$ cat config.mk
export PLATFORM = sky130hd
export DESIGN_NAME = pipe_hazard_ctrl
export DESIGN_NICKNAME = d
export VERILOG_FILES = /design/src/rtl/pipe_hazard_ctrl.sv
export SDC_FILE = /design/constraint.sdc
export NUM_CORES = 1
export LEC_CHECK = 0
export BUFFER_PORTS_ARGS = -buffer_cell sky130_fd_sc_hd__buf_4
export CELL_PAD_IN_SITES_DETAIL_PLACEMENT = 0
export CELL_PAD_IN_SITES_GLOBAL_PLACEMENT = 1
export CORE_ASPECT_RATIO = 0.8
export CORE_MARGIN = 2
export CORE_UTILIZATION = 28
export DETAILED_ROUTE_END_ITERATION = 12
export HOLD_SLACK_MARGIN = 0.05
export PLACE_DENSITY = 0.88
export SLEW_MARGIN = 20
export SYNTH_ARGS = -nofsm -noshare
export SYNTH_HDL_FRONTEND = slang
export SYNTH_SLANG_ARGS = --single-unit
$ cat constraint.sdc
create_clock -name clk -period 3.23 [get_ports clk]
set_input_delay 0.969 -clock clk [delete_from_list [all_inputs] [get_ports clk]]
set_output_delay 0.969 -clock clk [all_outputs]
set_load 0.02 [all_outputs]
$ cat src/rtl/pipe_hazard_ctrl.sv
// Stall/flush sequencer for the IF/ID/EXE/MEM/WB pipeline. It handles load-use hazards, divide
// occupancy, cache stalls, mispredict redirects and exceptions. Define PIPE_STALL_PERF_EN to add Stall_Cnt.
module pipe_hazard_ctrl #(
    parameter int DIV_LAT = 32,
    parameter int PERF_W  = 32
) (
    input  logic       clk,
    input  logic       rst,
    input  logic       ID_Valid,
    input  logic [4:0] ID_rs,
    input  logic [4:0] ID_rt,
    input  logic       ID_ReadRs,
    input  logic       ID_ReadRt,
    input  logic       EXE_Valid,
    input  logic       EXE_IsLoad,
    input  logic [4:0] EXE_Dst,
    input  logic       EXE_DivStart,
    input  logic       EXE_Mispredict,
    input  logic       MEM_ExcValid,
    input  logic       ICache_Busy,
    input  logic       DCache_Busy,
    output logic       PC_Wr,
    output logic       ID_Wr,
    output logic       EXE_Wr,
    output logic       MEM_Wr,
    output logic       WB_Wr,
    output logic       ID_Flush,
    output logic       EXE_Flush,
    output logic       MEM_Flush,
    output logic       WB_Flush,
    output logic [1:0] Redirect_Sel,
    output logic       Div_Busy
`ifdef PIPE_STALL_PERF_EN
    ,
    output logic [PERF_W-1:0] Stall_Cnt
`endif
);

    localparam int              CW       = $clog2(DIV_LAT);
    localparam logic [CW-1:0]   DIV_LOAD = CW'(DIV_LAT - 1);
    localparam logic [1:0]      SEL_NONE = 2'd0;
    localparam logic [1:0]      SEL_BR   = 2'd1;
    localparam logic [1:0]      SEL_EXC  = 2'd2;

    typedef enum logic {IDLE, DIV} state_t;

    state_t        state, state_nxt;
    logic [CW-1:0] div_cnt, div_cnt_nxt;
    logic          pend_mis, pend_mis_nxt;
    logic          div_hold, div_hold_nxt;
    logic          div_start, div_busy_int, div_done, load_use, eff_mis;

    assign load_use = EXE_Valid & EXE_IsLoad & (EXE_Dst != 5'd0) & ID_Valid &
                      ((ID_ReadRs & (ID_rs == EXE_Dst)) | (ID_ReadRt & (ID_rt == EXE_Dst)));
    assign eff_mis  = EXE_Mispredict | pend_mis;

    // The divide that just finished still sits in EXE until EXE_Wr moves it on, so div_hold
    // blocks a restart until then.
    assign div_start    = (state == IDLE) & ~div_hold & EXE_DivStart & EXE_Valid &
                          ~MEM_ExcValid & ~DCache_Busy;
    assign div_busy_int = (state == DIV) | div_start;
    assign div_done     = (state == DIV) & ~DCache_Busy & (div_cnt == CW'(1));

    // NOTE: every output gets a default before the priority chain, so no path leaves one unassigned and no latch is inferred.
    always_comb begin
        PC_Wr        = 1'b1;
        ID_Wr        = 1'b1;
        EXE_Wr       = 1'b1;
        MEM_Wr       = 1'b1;
        WB_Wr        = 1'b1;
        ID_Flush     = 1'b0;
        EXE_Flush    = 1'b0;
        MEM_Flush    = 1'b0;
        WB_Flush     = 1'b0;
        Redirect_Sel = SEL_NONE;
        Div_Busy     = div_busy_int;
        if (rst) begin
            PC_Wr     = 1'b0;
            ID_Wr     = 1'b0;
            EXE_Wr    = 1'b0;
            MEM_Wr    = 1'b0;
            WB_Wr     = 1'b0;
            ID_Flush  = 1'b1;
            EXE_Flush = 1'b1;
            MEM_Flush = 1'b1;
            WB_Flush  = 1'b1;
            Div_Busy  = 1'b0;
        end else if (MEM_ExcValid) begin
            ID_Flush     = 1'b1;
            EXE_Flush    = 1'b1;
            MEM_Flush    = 1'b1;
            WB_Wr        = 1'b0;
            Redirect_Sel = SEL_EXC;
        end else if (DCache_Busy) begin
            PC_Wr    = 1'b0;
            ID_Wr    = 1'b0;
            EXE_Wr   = 1'b0;
            MEM_Wr   = 1'b0;
            WB_Flush = 1'b1;
        end else if (div_busy_int) begin
            PC_Wr     = 1'b0;
            ID_Wr     = 1'b0;
            EXE_Wr    = 1'b0;
            MEM_Flush = 1'b1;
        end else begin
            if (load_use) begin
                PC_Wr     = 1'b0;
                ID_Wr     = 1'b0;
                EXE_Flush = 1'b1;
            end else if (ICache_Busy) begin
                PC_Wr    = 1'b0;
                ID_Flush = 1'b1;
            end
            // A redirect kills the wrong-path fetch in ID and must still move the PC.
            if (eff_mis) begin
                ID_Flush     = 1'b1;
                PC_Wr        = 1'b1;
                Redirect_Sel = SEL_BR;
            end
        end
    end

    always_comb begin
        state_nxt    = state;
        div_cnt_nxt  = div_cnt;
        pend_mis_nxt = pend_mis;
        div_hold_nxt = div_hold;
        if (MEM_ExcValid) begin
            state_nxt    = IDLE;
            div_cnt_nxt  = '0;
            pend_mis_nxt = 1'b0;
            div_hold_nxt = 1'b0;
        end else begin
            case (state)
                IDLE: begin
                    if (div_start) begin
                        state_nxt   = DIV;
                        div_cnt_nxt = DIV_LOAD;
                    end
                end
                DIV: begin
                    if (!DCache_Busy) begin
                        div_cnt_nxt = div_cnt - CW'(1);
                        if (div_done) state_nxt = IDLE;
                    end
                end
                default: state_nxt = IDLE;
            endcase
            if (div_done)
                div_hold_nxt = 1'b1;
            else if (EXE_Wr || EXE_Flush)
                div_hold_nxt = 1'b0;
            pend_mis_nxt = (DCache_Busy || div_busy_int) ? eff_mis : 1'b0;
        end
    end

    // NOTE: sequential state uses non-blocking assignments so all registers update from pre-edge values.
    always_ff @(posedge clk) begin
        if (rst) begin
            state    <= IDLE;
            div_cnt  <= '0;
            pend_mis <= 1'b0;
            div_hold <= 1'b0;
        end else begin
            state    <= state_nxt;
            div_cnt  <= div_cnt_nxt;
            pend_mis <= pend_mis_nxt;
            div_hold <= div_hold_nxt;
        end
    end

`ifdef PIPE_STALL_PERF_EN
    always_ff @(posedge clk) begin
        if (rst)
            Stall_Cnt <= '0;
        else if (!PC_Wr)
            Stall_Cnt <= Stall_Cnt + PERF_W'(1);
    end
`endif

endmodule

=== Yosys cells after proc, flatten, opt, wreduce, memory -nomap -nowiden ===
Cells that the tools add are included.

* Flip-flop bits (word level): 8
* Input bits: 27
* Word-level logic and storage cells: 93

* Add/sub/neg operators: 1
* Equal/unequal tests: 5
* Multiplexer cells: 55
* Bitwise gates (word level): 21
* Reduce and logical (&&, ||, !) cells: 7

{| class="wikitable"
|+ Operator list
! kind !! count
|-
| 1-bit 2-to-1 mux || 49
|-
| 1-bit bitwise AND || 13
|-
| 5-bit == test || 2
|-
| 5-bit 2-to-1 mux || 2
|-
| 5-bit one-hot mux with 2 select lines || 1
|-
| 5-bit by 1-bit == test with 1-bit output, second input constant || 1
|-
| 1-bit NOT || 5
|-
| 5-bit nonzero test || 1
|-
| 5-bit by 1-bit subtractor with 5-bit output, second input constant || 1
|-
| 2-bit 2-to-1 mux || 2
|-
| 2-bit inequality test, second input constant || 2
|-
| 1-bit bitwise OR || 3
|-
| 3-bit OR reduction || 1
|-
| 1-bit logical OR || 2
|-
| 1-bit one-hot mux with 2 select lines || 1
|-
| 2-bit AND reduction || 1
|-
| 2-bit nonzero test || 1
|-
| 2-bit OR reduction || 1
|}

=== Longest topological paths before layout ===
* Depth in word-level cells: 14
* Mapped depth: 5
* Mapped depth without buffers: 5

=== Least setup slack after synthesis ===
Ideal clock, no wire load.

* Kind: input to output
* From: input port EXE_Dst[1]
* To: output port PC_Wr
* Arrival: 2.377 ns
* Required time: 2.261 ns
* Setup slack: -0.116 ns
* Stages on the path: 4
* Path buffers: 0
* Cell sequence: or4_1 o2111ai_2 nor2b_1 a211oi_1

* Cells in the longest elaborated chain, start to end: 10

{| class="wikitable"
|+ RTL lines
! item !! line !! text
|-
| start, declared || 16 || <nowiki>input logic [4:0] EXE_Dst,</nowiki>
|-
| 5-bit == test or 5-bit nonzero test (tied branches) || 54, 53 ||
|-
| 1-bit bitwise AND, on equally long branches || 54, 53 ||
|-
| 1-bit bitwise OR or 1-bit bitwise AND (tied branches) || 54, 53 ||
|-
| 1-bit bitwise AND * || 53 || <nowiki>assign load_use = EXE_Valid & EXE_IsLoad & (EXE_Dst != 5'd0) & ID_Valid &</nowiki>
|-
| 1-bit 2-to-1 mux * || 106 || <nowiki>if (load_use) begin</nowiki>
|-
| 1-bit 2-to-1 mux * || 115 || <nowiki>if (eff_mis) begin</nowiki>
|-
| 1-bit 2-to-1 mux * || 100 || <nowiki>end else if (div_busy_int) begin</nowiki>
|-
| 1-bit 2-to-1 mux * || 94 || <nowiki>end else if (DCache_Busy) begin</nowiki>
|-
| 1-bit 2-to-1 mux * || 88 || <nowiki>end else if (MEM_ExcValid) begin</nowiki>
|-
| 1-bit 2-to-1 mux * || 77 || <nowiki>if (rst) begin</nowiki>
|-
| end, declared || 22 || <nowiki>output logic PC_Wr,</nowiki>
|}

Mark *: on every way between the ends. The rest lies on a longest branch, timed or not.

=== Worst setup path after layout ===
* From: input port EXE_Dst[3]
* To: output port ID_Wr

* Cells in the longest elaborated chain, start to end: 9

{| class="wikitable"
|+ RTL lines
! item !! line !! text
|-
| 5-bit == test or 5-bit nonzero test (tied branches) || 54, 53 ||
|-
| 1-bit bitwise AND, on equally long branches || 54, 53 ||
|-
| 1-bit bitwise OR or 1-bit bitwise AND (tied branches) || 54, 53 ||
|-
| 1-bit bitwise AND * || 53 ||
|-
| 1-bit 2-to-1 mux * || 106 ||
|-
| 1-bit 2-to-1 mux * || 100 ||
|-
| 1-bit 2-to-1 mux * || 94 ||
|-
| 1-bit 2-to-1 mux * || 88 ||
|-
| 1-bit 2-to-1 mux * || 77 ||
|-
| end, declared || 23 || <nowiki>output logic ID_Wr,</nowiki>
|}

Marked as above.

==> flow_summary.yaml <==
clock_network:
  htree_levels: 1
  clockRootBuffer: "clkbuf_4"
  cts_tree: "yes"
  path_clk_slew_ns: 0.06
  clock_path_buffers: 2
  cts_buffers: 3
  clock_sink_count: 8
  clk_latency_ns: 0.25
floorplanning:
  ios: 39
  start_util_pct: 29.7
  core_mm2: 0.00216
  row_count: 15
  die_area_mm2: 0.00269
  die_y_um: 46.8
  dieWidth_um: 57.5
critical_path:
  worstSetupStartpointType: "input port"
  required_ns: 2.26
  cp-end-kind: "primary output"
  crit_fanout: 4
  crit_arrival_ns: 2.26
  critPathKind: "in -> out"
sta:
  finalClockSkew_ns: 0.00147
  maxSlewViolCount: 0
  relSlewSlack_pct: 75.3
  max_freq_mhz: 309
  setup_ws_ns: -0.00258
  setup_viol: 1
  fin_crit_sh_pct: 100
  rsz0062_at_grt: "yes"
  whs_ns: 0.450
  post-route-min-period_ns: 3.23
  tightest_slew_ns: 0.366
  hold_viol_final: 0
synthesis:
  synth_area_leaders: "dfxtp_1 25%, xnor2_1 16%, nor2_1 8.8%"
  synth_nets: 116
  yosys_warnings: 0
  yosysSeqAreaShare_pct: 25.0
  ys_types: 26
  synth_top_area_share_pct: 25.0
  synth_area_um2: 642
  synthCells: 87
  yosys.area.top_type: "dfxtp_1"
  avgSynthCellArea_um2: 7.38
  ys_seq_elements: 8
routing:
  drt_iter0_markers: 7
  ant_nets: 0
  post-route-drc-count: 0
  viasPerCell: 4.69
  num_vias: 746
  detail_route.wl_per_cell_um: 11.7
  drt_wl_total_um: 1870
  drtPass1Iterations: 2
outcome:
  violations: "setup timing"
  status: "complete, but fails checks"
grt:
  grt_pass1_vias: 684
  antenna_found_initial: 0
  grt_max_degree: 11
  grt_pass1_wl_um: 3010
  overflow: 0
  grt_usage_pct: 14.6
power_and_ir_drop:
  leakagePower_nw: 0.454
  powerDensity_mw_per_mm2: 269
  vdd_drop_max_uv: 139
final_layout:
  design_area_mm2: 0.00107
  area_delta_synth_final_pct: 66.5
  drive_gt1_share_pct: 41.0
  antenna-diode-count: 0
  layout.nets: 165
placement:
  dpl_cell_area_mm2: 0.00101
  place.gp.congestion: 0.773
  hpwl_um: 1570
  portBuffers: 38
job:
  maxCapViolCount: 0
worst_hold_path:
  hold_class: "reg -> reg"
[cell usage in the layout, fill, tap and decap left out, types with 3 or more instances in the layout]
master     n
clkbuf_4   3
nand2_1    7
inv_1      7
a21oi_1    5
dfxtp_1    8
a211oi_1   3
buf_4     42
nor2_1    15
xnor2_1   12
buf_6      3
[synthesized netlist by cell type, drive strengths merged]
cell / n
nor2: 15
xnor2: 12
dfxtp: 8
inv: 7
nand2: 7
a211oi: 5
a21oi: 5
a21o: 2
ha: 2
nand2b: 2
nand4: 2
nor2b: 2
nor3: 2
nor4b: 2
o22ai: 2
or2: 2
a31oi: 1
and2: 1
clkbuf: 1
nand3: 1
nand3b: 1
nand4bb: 1
o2111ai: 1
o21a: 1
o21ai: 1
or4: 1
[critical path, stage by stage]
cell and delay [ns]:
buf_6 0.09, or4_4 0.53, o2111ai_4 0.24, nor2_1 0.09
a211oi_2 0.18, buf_4 0.17
[state kept, by name, summed over array words and instances, names as in the netlist]
| register | count |
|---|---|
| pend_mis | 1 |
| div_cnt | 5 |
| state | 1 |
| div_hold | 1 |
[per-stage QoR]
stage          total power [mW]  std cells  setup WS, ns  util [%]  setup TNS, ns
2_1_floorplan             0.151         87        0.0572         -              0
6_report                  0.288        159      -0.00258      49.5       -0.00258
5_1_grt                   0.304        159       -0.0803      49.5         -0.158
3_3_place_gp              0.205        155       -0.0533      46.8        -0.0984
3_5_place_dp              0.207        155       -0.0840      46.8         -0.142
4_1_cts                   0.290        158       -0.0300      49.0        -0.0458
[cells by family after synthesis]
| family | share of synthesized area (%) |
|---|---|
| buf+inv | 4.68 |
| xor+xnor | 16.4 |
| compound gates | 19.3 |
| flops | 25.0 |
| fa+ha+maj | 3.90 |
| simple gates | 30.8 |
[report_power, final]
part | switching (mW) | internal, mW | total (mW) | leakage, nW
clock | 0.0369 | 0.0427 | 0.0796 | 0.0138
combinational | 0.0491 | 0.0575 | 0.107 | 0.375
sequential | 0.00129 | 0.100 | 0.102 | 0.0647
[timing repair]
item,in CTS,in global routing
setup endpoints to repair,2,4
pin swaps,5,3
setup buffers,0,1
resized for setup,5,1
hold buffers,0,0
[area by class of cell]
class / count / area [um2]
clock buffers: 3 / 22.5
fillers: 204 / 1090
inverters: 7 / 26.3
multi-input cells: 71 / 479
flip-flops and latches: 8 / 160
well taps: 25 / 31.3
repair buffers: 45 / 349
[path summary, 6_finish.rpt]
check | start | endpoint | slack [ns] | cells after the start
hold / removal | div_hold | div_hold | 0.45 | 2
hold reg to reg | div_hold | div_hold | 0.45 | 2
setup reg to reg | div_hold | div_cnt[2] | 1.90 | 5
setup / recovery | EXE_Dst[3] | ID_Wr | -0.003 | 6
[layer usage]
metal | vias to the layer above | wire length [um] | global-route usage [%]
met1 | 334 | 866 | 17.7
met4 | 0 | 18 | 5.58
met2 | 14 | 918 | 25.9
met3 | 2 | 65 | 3.31
met5 | - | 0 | 0
li1 | 396 | - | -
No activity file was read; power rests on OpenSTA's default activity.
